**src/rtl/uart_rx_oversample_pkg.sv**
```systemverilog
// Shared UART definitions: FSM state encoding and default timing constants.
// Intended to be imported by both the receiver and the future transmitter.
package uart_rx_oversample_pkg;

  localparam int unsigned OVERSAMPLE_DEFAULT = 16;
  // 100 MHz / (2 * UART_DIV) = 16 x 9586 baud oversample rate
  localparam int unsigned UART_DIV           = 326;

  typedef enum logic [2:0] {
    IDLE  = 3'd0,
    START = 3'd1,
    DATA  = 3'd2,
    STOP  = 3'd3,
    BREAK = 3'd4
  } state_e;

endpackage

```
**src/rtl/sync_2ff.sv**
```systemverilog
// Two-flop synchroniser for a single asynchronous input.
// The reset value is configurable so idle-high lines do not fake an edge.
module sync_2ff #(
  parameter logic RESET_VAL = 1'b0
) (
  input  logic clk,
  input  logic rst_n,
  input  logic i_d,
  output logic o_q
);

  logic r_meta;
  logic r_sync;

  always_ff @(posedge clk or negedge rst_n) begin
    if (!rst_n) begin
      r_meta <= RESET_VAL;
      r_sync <= RESET_VAL;
    end else begin
      r_meta <= i_d;
      r_sync <= r_meta;
    end
  end

  assign o_q = r_sync;

endmodule

```
**src/rtl/uart_rx_oversample.sv**
```systemverilog
// 8N1 UART receiver advanced by rising edges of a divided uart_clk level.
// Rejects start glitches, samples at mid-bit and hands bytes over a valid/ready register.
module uart_rx_oversample
  import uart_rx_oversample_pkg::*;
#(
  parameter int unsigned DATA_BITS  = 8,
  parameter int unsigned OVERSAMPLE = OVERSAMPLE_DEFAULT
) (
  input  logic                 clk,
  input  logic                 rst_n,
  input  logic                 uart_clk,
  input  logic                 rx,
  input  logic                 rx_ready,
  output logic [DATA_BITS-1:0] rx_data,
  output logic                 rx_valid,
  output logic                 frame_err,
  output logic                 overrun,
  output logic                 busy
);

  localparam int unsigned CNT_W = $clog2(OVERSAMPLE);
  localparam int unsigned IDX_W = $clog2(DATA_BITS + 1);

  localparam logic [CNT_W-1:0] HALF_TGT = CNT_W'(OVERSAMPLE / 2 - 1);
  localparam logic [CNT_W-1:0] FULL_TGT = CNT_W'(OVERSAMPLE - 1);
  localparam logic [IDX_W-1:0] LAST_IDX = IDX_W'(DATA_BITS - 1);

  if ((OVERSAMPLE < 4) || ((OVERSAMPLE % 2) != 0)) begin : g_bad_oversample
    $error("OVERSAMPLE must be even and >= 4");
  end

  logic                 r_uart_clk_d;
  logic                 w_tick;
  logic                 w_rx_s;

  state_e               r_state;
  state_e               w_state_next;
  logic [CNT_W-1:0]     r_cnt;
  logic [CNT_W-1:0]     w_cnt_next;
  logic [IDX_W-1:0]     r_bit_idx;
  logic [IDX_W-1:0]     w_bit_idx_next;
  logic [DATA_BITS-1:0] r_shift;
  logic [DATA_BITS-1:0] w_shift_next;
  logic                 w_deliver;
  logic                 w_frame_err;

  logic [DATA_BITS-1:0] r_rx_data;
  logic                 r_rx_valid;
  logic                 r_frame_err;
  logic                 r_overrun;

  sync_2ff #(
    .RESET_VAL (1'b1)
  ) u_sync_rx (
    .clk   (clk),
    .rst_n (rst_n),
    .i_d   (rx),
    .o_q   (w_rx_s)
  );

  assign w_tick = uart_clk & ~r_uart_clk_d;

  always_ff @(posedge clk or negedge rst_n) begin
    if (!rst_n) begin
      r_uart_clk_d <= 1'b0;
      r_state      <= IDLE;
      r_cnt        <= '0;
      r_bit_idx    <= '0;
      r_shift      <= '0;
    end else begin
      r_uart_clk_d <= uart_clk;
      r_state      <= w_state_next;
      r_cnt        <= w_cnt_next;
      r_bit_idx    <= w_bit_idx_next;
      r_shift      <= w_shift_next;
    end
  end

  // cnt is compared before it is incremented, so a target of N acts on tick N+1
  always_comb begin
    w_state_next   = r_state;
    w_cnt_next     = r_cnt;
    w_bit_idx_next = r_bit_idx;
    w_shift_next   = r_shift;
    w_deliver      = 1'b0;
    w_frame_err    = 1'b0;
    case (r_state)
      IDLE: begin
        if (w_tick && !w_rx_s) begin
          w_cnt_next   = '0;
          w_state_next = START;
        end
      end
      START: begin
        if (w_tick) begin
          if (r_cnt == HALF_TGT) begin
            w_cnt_next = '0;
            if (w_rx_s) begin
              w_state_next = IDLE;
            end else begin
              w_bit_idx_next = '0;
              w_state_next   = DATA;
            end
          end else begin
            w_cnt_next = r_cnt + CNT_W'(1);
          end
        end
      end
      DATA: begin
        if (w_tick) begin
          if (r_cnt == FULL_TGT) begin
            w_cnt_next     = '0;
            w_shift_next   = {w_rx_s, r_shift[DATA_BITS-1:1]};
            w_bit_idx_next = r_bit_idx + IDX_W'(1);
            if (r_bit_idx == LAST_IDX) begin
              w_state_next = STOP;
            end
          end else begin
            w_cnt_next = r_cnt + CNT_W'(1);
          end
        end
      end
      STOP: begin
        if (w_tick) begin
          if (r_cnt == FULL_TGT) begin
            w_cnt_next = '0;
            if (w_rx_s) begin
              w_deliver    = 1'b1;
              w_state_next = IDLE;
            end else begin
              w_frame_err  = 1'b1;
              w_state_next = BREAK;
            end
          end else begin
            w_cnt_next = r_cnt + CNT_W'(1);
          end
        end
      end
      BREAK: begin
        // Checked every clk so a line released between ticks is seen promptly
        if (w_rx_s) begin
          w_state_next = IDLE;
        end
      end
      default: begin
        w_state_next = IDLE;
      end
    endcase
  end

  always_ff @(posedge clk or negedge rst_n) begin
    if (!rst_n) begin
      r_rx_data   <= '0;
      r_rx_valid  <= 1'b0;
      r_frame_err <= 1'b0;
      r_overrun   <= 1'b0;
    end else begin
      r_frame_err <= w_frame_err;
      r_overrun   <= w_deliver & r_rx_valid & ~rx_ready;
      if (w_deliver) begin
        if (!r_rx_valid || rx_ready) begin
          r_rx_data  <= r_shift;
          r_rx_valid <= 1'b1;
        end
      end else if (r_rx_valid && rx_ready) begin
        r_rx_valid <= 1'b0;
      end
    end
  end

  assign rx_data   = r_rx_data;
  assign rx_valid  = r_rx_valid;
  assign frame_err = r_frame_err;
  assign overrun   = r_overrun;
  assign busy      = (r_state != IDLE);

endmodule

```
**config.mk**
```make
export PLATFORM = sky130hd
export DESIGN_NAME = uart_rx_oversample
export DESIGN_NICKNAME = d
export VERILOG_FILES = /design/src/rtl/uart_rx_oversample_pkg.sv /design/src/rtl/sync_2ff.sv /design/src/rtl/uart_rx_oversample.sv
export SDC_FILE = /design/constraint.sdc
export NUM_CORES = 1
export LEC_CHECK = 0
export ABC_AREA = 1
export CAP_MARGIN = 10
export CORE_ASPECT_RATIO = 0.7
export CORE_MARGIN = 2
export CORE_UTILIZATION = 30
export CTS_CLUSTER_SIZE = 14
export DETAILED_ROUTE_END_ITERATION = 6
export GPL_TIMING_DRIVEN = 0
export PLACE_DENSITY = 0.56
export SETUP_SLACK_MARGIN = 0.05
export SYNTH_ARGS = -nofsm -noshare
export SYNTH_HDL_FRONTEND = slang
export SYNTH_SLANG_ARGS = --single-unit
```
**constraint.sdc**
```tcl
create_clock -name clk -period 1.55 [get_ports clk]
set_input_delay 0.155 -clock clk [delete_from_list [all_inputs] [get_ports clk]]
set_output_delay 0.155 -clock clk [all_outputs]
set_load 0.05 [all_outputs]
```
==> impl_metrics.env, run 1 <==
export IMPL_r2r_end="r_bit_idx[2]"
export IMPL_core_um2=5313
export IMPL_vias=1320
export IMPL_cts_clk_slew_worst_paths_ns=0.07
export IMPL_clock_latency_ns=0.28
export IMPL_critPathKind="reg -> out"
export IMPL_clockBufferDepth=2
export IMPL_grt_pass1_wl_um=5457
export IMPL_hold_viol=0
export IMPL_synth_net_count=210
export IMPL_ys_warn_count=0
export IMPL_p_leak_nw=1.116
export IMPL_synth_flop_cell="dfrtp_1"
export IMPL_fin_crit_ns=1.424
export IMPL_crit_fanout=7
export IMPL_drive_gt1_frac=0.2060
export IMPL_crit_chain="inv_1, nand2_1, buf_2"
export IMPL_synth_cell_types=27
export IMPL_slew_headroom=0.5060
export IMPL_cp_end_kind="output pin"
export IMPL_synth_seq_cells=33
export IMPL_numPortBuffers=16
export IMPL_setup_violations_final=0
export IMPL_min_delay_start="rx"
export IMPL_clockRootBuffer="clkbuf_8"
export IMPL_rsz0062_at_grt="yes"
export IMPL_synth_area_top_cells="dfrtp_1, nand2_1, nor2_1, inv_1, nand3_1"
export IMPL_r2r_slack_ns=0.16
export IMPL_placed_area_um2=1916
export IMPL_finalMaxSlewViolations=0
export IMPL_power_switching_w=0.0009757
export IMPL_wire_per_inst_um=10.86
export IMPL_area_delta_synth_final_pct=25.84
export IMPL_worstPathRequired_ns=1.39
export IMPL_p_int_w=0.001761
export IMPL_synth_top_area_share=0.4644
export IMPL_fmax_mhz=702.1
export IMPL_worst_slew_pin_slew_ns=0.7410
export IMPL_arrival_ns=1.27
export IMPL_cts_buffers=5
export IMPL_clock_sinks=33
export IMPL_hp_class="in -> reg"
export IMPL_seqPwrFrac=0.372
export IMPL_outcome="completed"
export IMPL_antenna_found_initial=0
export IMPL_antennaDiodeCount=0
export IMPL_ctsHtreeMaxLevel=2
export IMPL_cp_start_kind="register"
export IMPL_drc_errors=0
export IMPL_crit_path_top_delay_cell="dfrtp_2"
export IMPL_reg2reg_from="r_state[0]"
export IMPL_skew_ns=0.008092
export IMPL_ir_drop_v=0.0003801
export IMPL_grt_max_degree=34
export IMPL_hold_path_cell_count=1
export IMPL_synth_largest_area_cell="dfrtp_1"
export IMPL_hold_path_endpoint="u_sync_rx.r_meta"
export IMPL_netlist_area_um2=1670
export IMPL_tns_ns=0
export IMPL_powerDensity_nw_per_um2=1302
export IMPL_dieArea_um2=6190
export IMPL_nets=239
export IMPL_r2r_cells=9
export IMPL_avgSynthCellArea_um2=8.228
export IMPL_row_count=22
export IMPL_drv_cap=0
export IMPL_grtUsageTotal=0.1139
export IMPL_synth_common_cells="nand2_1, dfrtp_1, nor2_1"
export IMPL_drtPass1Iterations=4
export IMPL_viasPerCell=4.328
export IMPL_clockPowerShare=0.301
export IMPL_fin_crit_sh=0.9188
export IMPL_antenna_left=0
export IMPL_switching_share=0.3565
export IMPL_drt_total_wl_um=3312
export IMPL_gp_congestion=0.7362
export IMPL_grt_overflow=0
export IMPL_synthCells=203
export IMPL_yosysMostFrequentCell="nand2_1"
export IMPL_grt_pass1_vias=1161
export IMPL_die_w_um=93.19
export IMPL_synth_edff_count=0
export IMPL_combPwrFrac=0.327
export IMPL_fin_hold_ws_ns=0.2839
export IMPL_critPathMaxStageDelay_ns=0.49
export IMPL_drt_iter0_markers=81
export IMPL_ys_seq_area_frac=0.4959
export IMPL_io_pins=17
export IMPL_fin_area_um2=2102
export IMPL_cts_tree="yes"
export IMPL_die_y_um=66.43
export IMPL_start_util=0.3144
export IMPL_hpwlAfterDp_um=2440
export IMPL_async_flop_share=1.000
## worst max-delay path, delay by kind of cell (launching register included)
kind                   cells  cell delay, ns
buffers and inverters      2            0.39
and+or+nand+nor            1            0.12
DFF                        1            0.49
## what timing repair did
| action | CTS | global route |
|---|---|---|
| hold buffers | 1 | 0 |
| gates resized for setup | 18 | 14 |
| endpoints found under the hold margin | 31 | 0 |
| endpoints found under the setup margin | 26 | 17 |
| pin swaps | 0 | 2 |
| setup buffers | 0 | 5 |
## through the flow
step	worst slack, ns	utilization	std cells	power (W)
after floorplan	0.09630	-	203	0.001610
after global placement	-0.4083	0.3615	291	0.001823
after detailed placement	-0.1966	0.3606	291	0.001821
after CTS	-0.05807	0.3851	300	0.002691
after global routing	0.02670	0.3957	305	0.002941
final	0.1258	0.3957	305	0.002737
## metal layers
| layer | part of all wire | track usage |
|---|---|---|
| met1 | 0.58 | 0.1808 |
| met2 | 0.38 | 0.1440 |
| met3 | 0.038 | 0.02851 |
| met4 | 0.0054 | 0.03860 |
| met5 | 0 | 0 |
## flip-flops by register name, indices dropped and copies added (netlist names)
signal            flops
u_sync_rx.r_meta      1
r_cnt                 4
r_uart_clk_d          1
frame_err             1
overrun               1
rx_valid              1
r_state               3
u_sync_rx.o_q         1
rx_data               8
r_bit_idx             4
r_shift               8
## cell type report
cell class | instances | area [um2]
flip-flops and latches | 33 | 833.3
clock inverters | 1 | 30.03
fillers | 548 | 3211
clock buffers | 7 | 86.33
repair buffers | 22 | 183.9
well taps | 72 | 90.09
multi-input cells | 144 | 760.7
plain buffers | 3 | 31.28
inverters | 23 | 86.33
## how the worst max path moves through the flow
| stage | to | from | cells past startpoint |
|---|---|---|---|
| floorplan | r_state[1] | r_state[2] | 7 |
| finish | busy | r_state[2] | 3 |
| CTS | busy | r_state[0] | 4 |
| global route | busy | r_state[2] | 3 |
| global placement | r_bit_idx[1] | rst_n | 1 |
| detailed placement | busy | r_state[2] | 3 |
## cells in the final DEF, fill, tap and decap left out
cell	instances
nand2_2	5
dlygate4sd3_1	1
ha_4	1
nand4_2	1
nor2_4	4
nor2_2	4
nand3_4	2
buf_6	1
clkbuf_1	1
dfstp_2	2
o21ai_1	9
dfrtp_2	4
buf_4	5
a211oi_1	1
nor2_1	23
inv_2	2
dfrtp_1	27
nand3_1	12
buf_2	3
a21oi_1	3
nand2_4	1
buf_8	1
nand2_1	63
dlygate4sd2_1	11
clkdlybuf4s50_1	3
ha_1	1
o21ai_2	4
o21ai_0	4
nor3_1	1
nand3b_1	1
nand4_4	1
bufinv_16	1
clkbuf_8	6
inv_1	21
nand4_1	1
xor2_1	2
## cell families (layout without fill, tap and decap cells)
| kind of cell | Yosys count | after routing | share of synthesized area |
|---|---|---|---|
| AO/OA/AOI/OAI | 21 | 21 | 0.07340 |
| XOR/XNOR | 2 | 2 | 0.01049 |
| adder cells (fa/ha/maj) | 2 | 2 | 0.01498 |
| buffers and inverters | 26 | 56 | 0.06817 |
| flip-flops | 33 | 33 | 0.4959 |
| AND/OR/NAND/NOR | 119 | 119 | 0.3371 |
## power groups by stage
stage / Combinational (W) / Sequential [W] / Clock [W]
finish: 0.000895 / 0.00102 / 0.000824
global route: 0.00100 / 0.00102 / 0.000914
CTS: 0.000822 / 0.00101 / 0.000856
detailed placement: 0.000802 / 0.00102 / 0
global placement: 0.000804 / 0.00102 / 0
floorplan: 0.000607 / 0.00100 / 0
Power figures use the tool's default switching activity.
==> inputs of run 2 (changes only) <==
- clock period: 1.55 -> 1.8 ns (I/O delays scaled with it)
==> impl_metrics.env, run 2 (synthesized netlist as in run 1, its figures left out) <==
export IMPL_cts_buffers=5
export IMPL_grtUsageTotal=0.1139
export IMPL_antenna_found_initial=0
export IMPL_grt_overflow=0
export IMPL_grt_max_degree=34
export IMPL_die_y_um=66.43
export IMPL_ir_drop_v=0.0003269
export IMPL_powerDensity_nw_per_um2=1104
export IMPL_fmax_mhz=608.9
export IMPL_rsz0062_at_grt="no"
export IMPL_crit_start="r_state[2]"
export IMPL_slew_headroom=0.5091
export IMPL_crit_chain="inv_1, nand2_1, clkdlybuf4s15_2"
export IMPL_finalMaxSlewViolations=0
export IMPL_arrival_ns=1.46
export IMPL_skew_ns=0.009041
export IMPL_nets=234
export IMPL_hold_viol=0
export IMPL_viasPerCell=4.340
export IMPL_drtPass1Iterations=4
export IMPL_io_pins=17
export IMPL_hpwlAfterDp_um=2440
export IMPL_wire_per_inst_um=10.75
export IMPL_regArea_um2=828.3
export IMPL_ctsHtreeMaxLevel=2
export IMPL_reg2reg_from="r_cnt[0]"
export IMPL_cp_end_kind="output pin"
export IMPL_crit_end="busy"
export IMPL_clock_latency_ns=0.28
export IMPL_crit_path_top_delay_cell="dfrtp_1"
export IMPL_core_um2=5313
export IMPL_clockBufferDepth=2
export IMPL_grt_pass1_wl_um=5457
export IMPL_cts_setup_buffers=0
export IMPL_drv_cap=0
export IMPL_row_count=22
export IMPL_r2r_end="r_state[1]"
export IMPL_r2r_cells=8
export IMPL_drt_total_wl_um=3226
export IMPL_die_w_um=93.19
export IMPL_cts_clk_slew_worst_paths_ns=0.07
export IMPL_vias=1302
export IMPL_antennaDiodeCount=0
export IMPL_critPathKind="reg -> out"
export IMPL_p_int_w=0.001463
export IMPL_critPathMaxStageDelay_ns=0.53
export IMPL_outcome="completed"
export IMPL_area_delta_synth_final_pct=22.47
export IMPL_cts_tree="yes"
export IMPL_clock_sinks=33
export IMPL_switching_share=0.3525
export IMPL_antenna_left=0
export IMPL_gp_congestion=0.7362
export IMPL_fillers=537
export IMPL_power_switching_w=0.0007965
export IMPL_combPwrFrac=0.302
export IMPL_final_common_cell="nand2_1"
export IMPL_placed_area_um2=1916
export IMPL_dieArea_um2=6190
export IMPL_clockRootBuffer="clkbuf_8"
export IMPL_fin_crit_ns=1.642
export IMPL_multiInputGateArea_um2=730.7
export IMPL_hp_class="in -> reg"
export IMPL_fin_util=0.3851
export IMPL_drive_gt1_frac=0.1579
export IMPL_seqPwrFrac=0.383
export IMPL_drc_errors=0
export IMPL_clockPowerShare=0.315
export IMPL_grt_pass1_vias=1159
export IMPL_start_util=0.3144
export IMPL_fin_area_um2=2046
export IMPL_final_cell_mix="nand2_1, dfrtp_1, nor2_1"
export IMPL_setup_violations_final=0
export IMPL_drt_iter0_markers=59
export IMPL_worst_slew_pin_slew_ns=0.7363
export IMPL_worstPathRequired_ns=1.62
export IMPL_crit_fanout=7
export IMPL_fin_crit_sh=0.9123
export IMPL_numPortBuffers=16
export IMPL_cp_start_kind="register"
export IMPL_r2r_slack_ns=0.26
export IMPL_p_leak_nw=1.040
## run 2: changes by cell type in the layout (fill, tap and decap cells not counted), sizes merged
| cell | previous run | this run |
|---|---|---|
| clkdlybuf4s50 | 3 | 14 |
| dlygate4sd2 | 11 | 0 |
| buf | 10 | 4 |
| clkdlybuf4s15 | 0 | 1 |
## run 2: critical path, delay by kind of cell (launching register included)
kind	cells	cell delay, ns
flip-flops	1	0.53
buffers and inverters	2	0.53
AND/OR/NAND/NOR	1	0.13
## run 2: power by group through the flow
stage          registers, W  logic [W]  clock network (W)
4_1_cts            0.000864   0.000691           0.000737
3_3_place_gp       0.000878   0.000692                  0
2_1_floorplan      0.000864   0.000522                  0
5_1_grt            0.000876   0.000775           0.000787
3_5_place_dp       0.000878   0.000691                  0
6_report           0.000865   0.000683           0.000711
## run 2: area by class of cell
class / instances / area share
flip-flops and latches: 33 / 0.4049
clock buffers: 7 / 0.04220
inverters: 23 / 0.04220
plain buffers: 3 / 0.01346
repair buffers: 17 / 0.08135
multi-input cells: 144 / 0.3572
well taps: 72 / 0.04404
clock inverters: 1 / 0.01468
## run 2: metrics by stage
stage	setup slack (ns)	instances	power, W	TNS, ns	hold WS, ns
2_1_floorplan	0.3463	203	0.001386	0	-0.1156
3_3_place_gp	-0.1833	291	0.001570	-5.630	0.3463
3_5_place_dp	0.02840	291	0.001568	0	0.2861
4_1_cts	0.1443	300	0.002292	0	0.3006
5_1_grt	0.05141	300	0.002437	0	0.2936
6_report	0.1578	300	0.002259	0	0.3083
## run 2: worst min path at each step
stage                                 from                to  slack, ns  cells past startpoint
after floorplan                      rst_n         frame_err      -0.12                      0
after global placement    u_sync_rx.r_meta     u_sync_rx.o_q       0.35                      0
after detailed placement             rst_n        rx_data[0]       0.29                      1
after CTS                               rx  u_sync_rx.r_meta       0.30                      1
after global routing                    rx  u_sync_rx.r_meta       0.29                      1
final                                   rx  u_sync_rx.r_meta       0.31                      1
## run 2: timing repair
action	4_1_cts	5_1_grt
resized for setup	3	1
hold endpoints to repair	31	0
endpoints found under the setup margin	1	1
hold buffers	1	0
## run 2: layer usage
layer  track usage  vias to the layer above  share of wire
li1              -                      688              -
met1        0.1808                      589           0.57
met2        0.1440                       23           0.37
met3       0.02851                        2          0.052
met4       0.03860                        0         0.0056
met5             0                        -              0
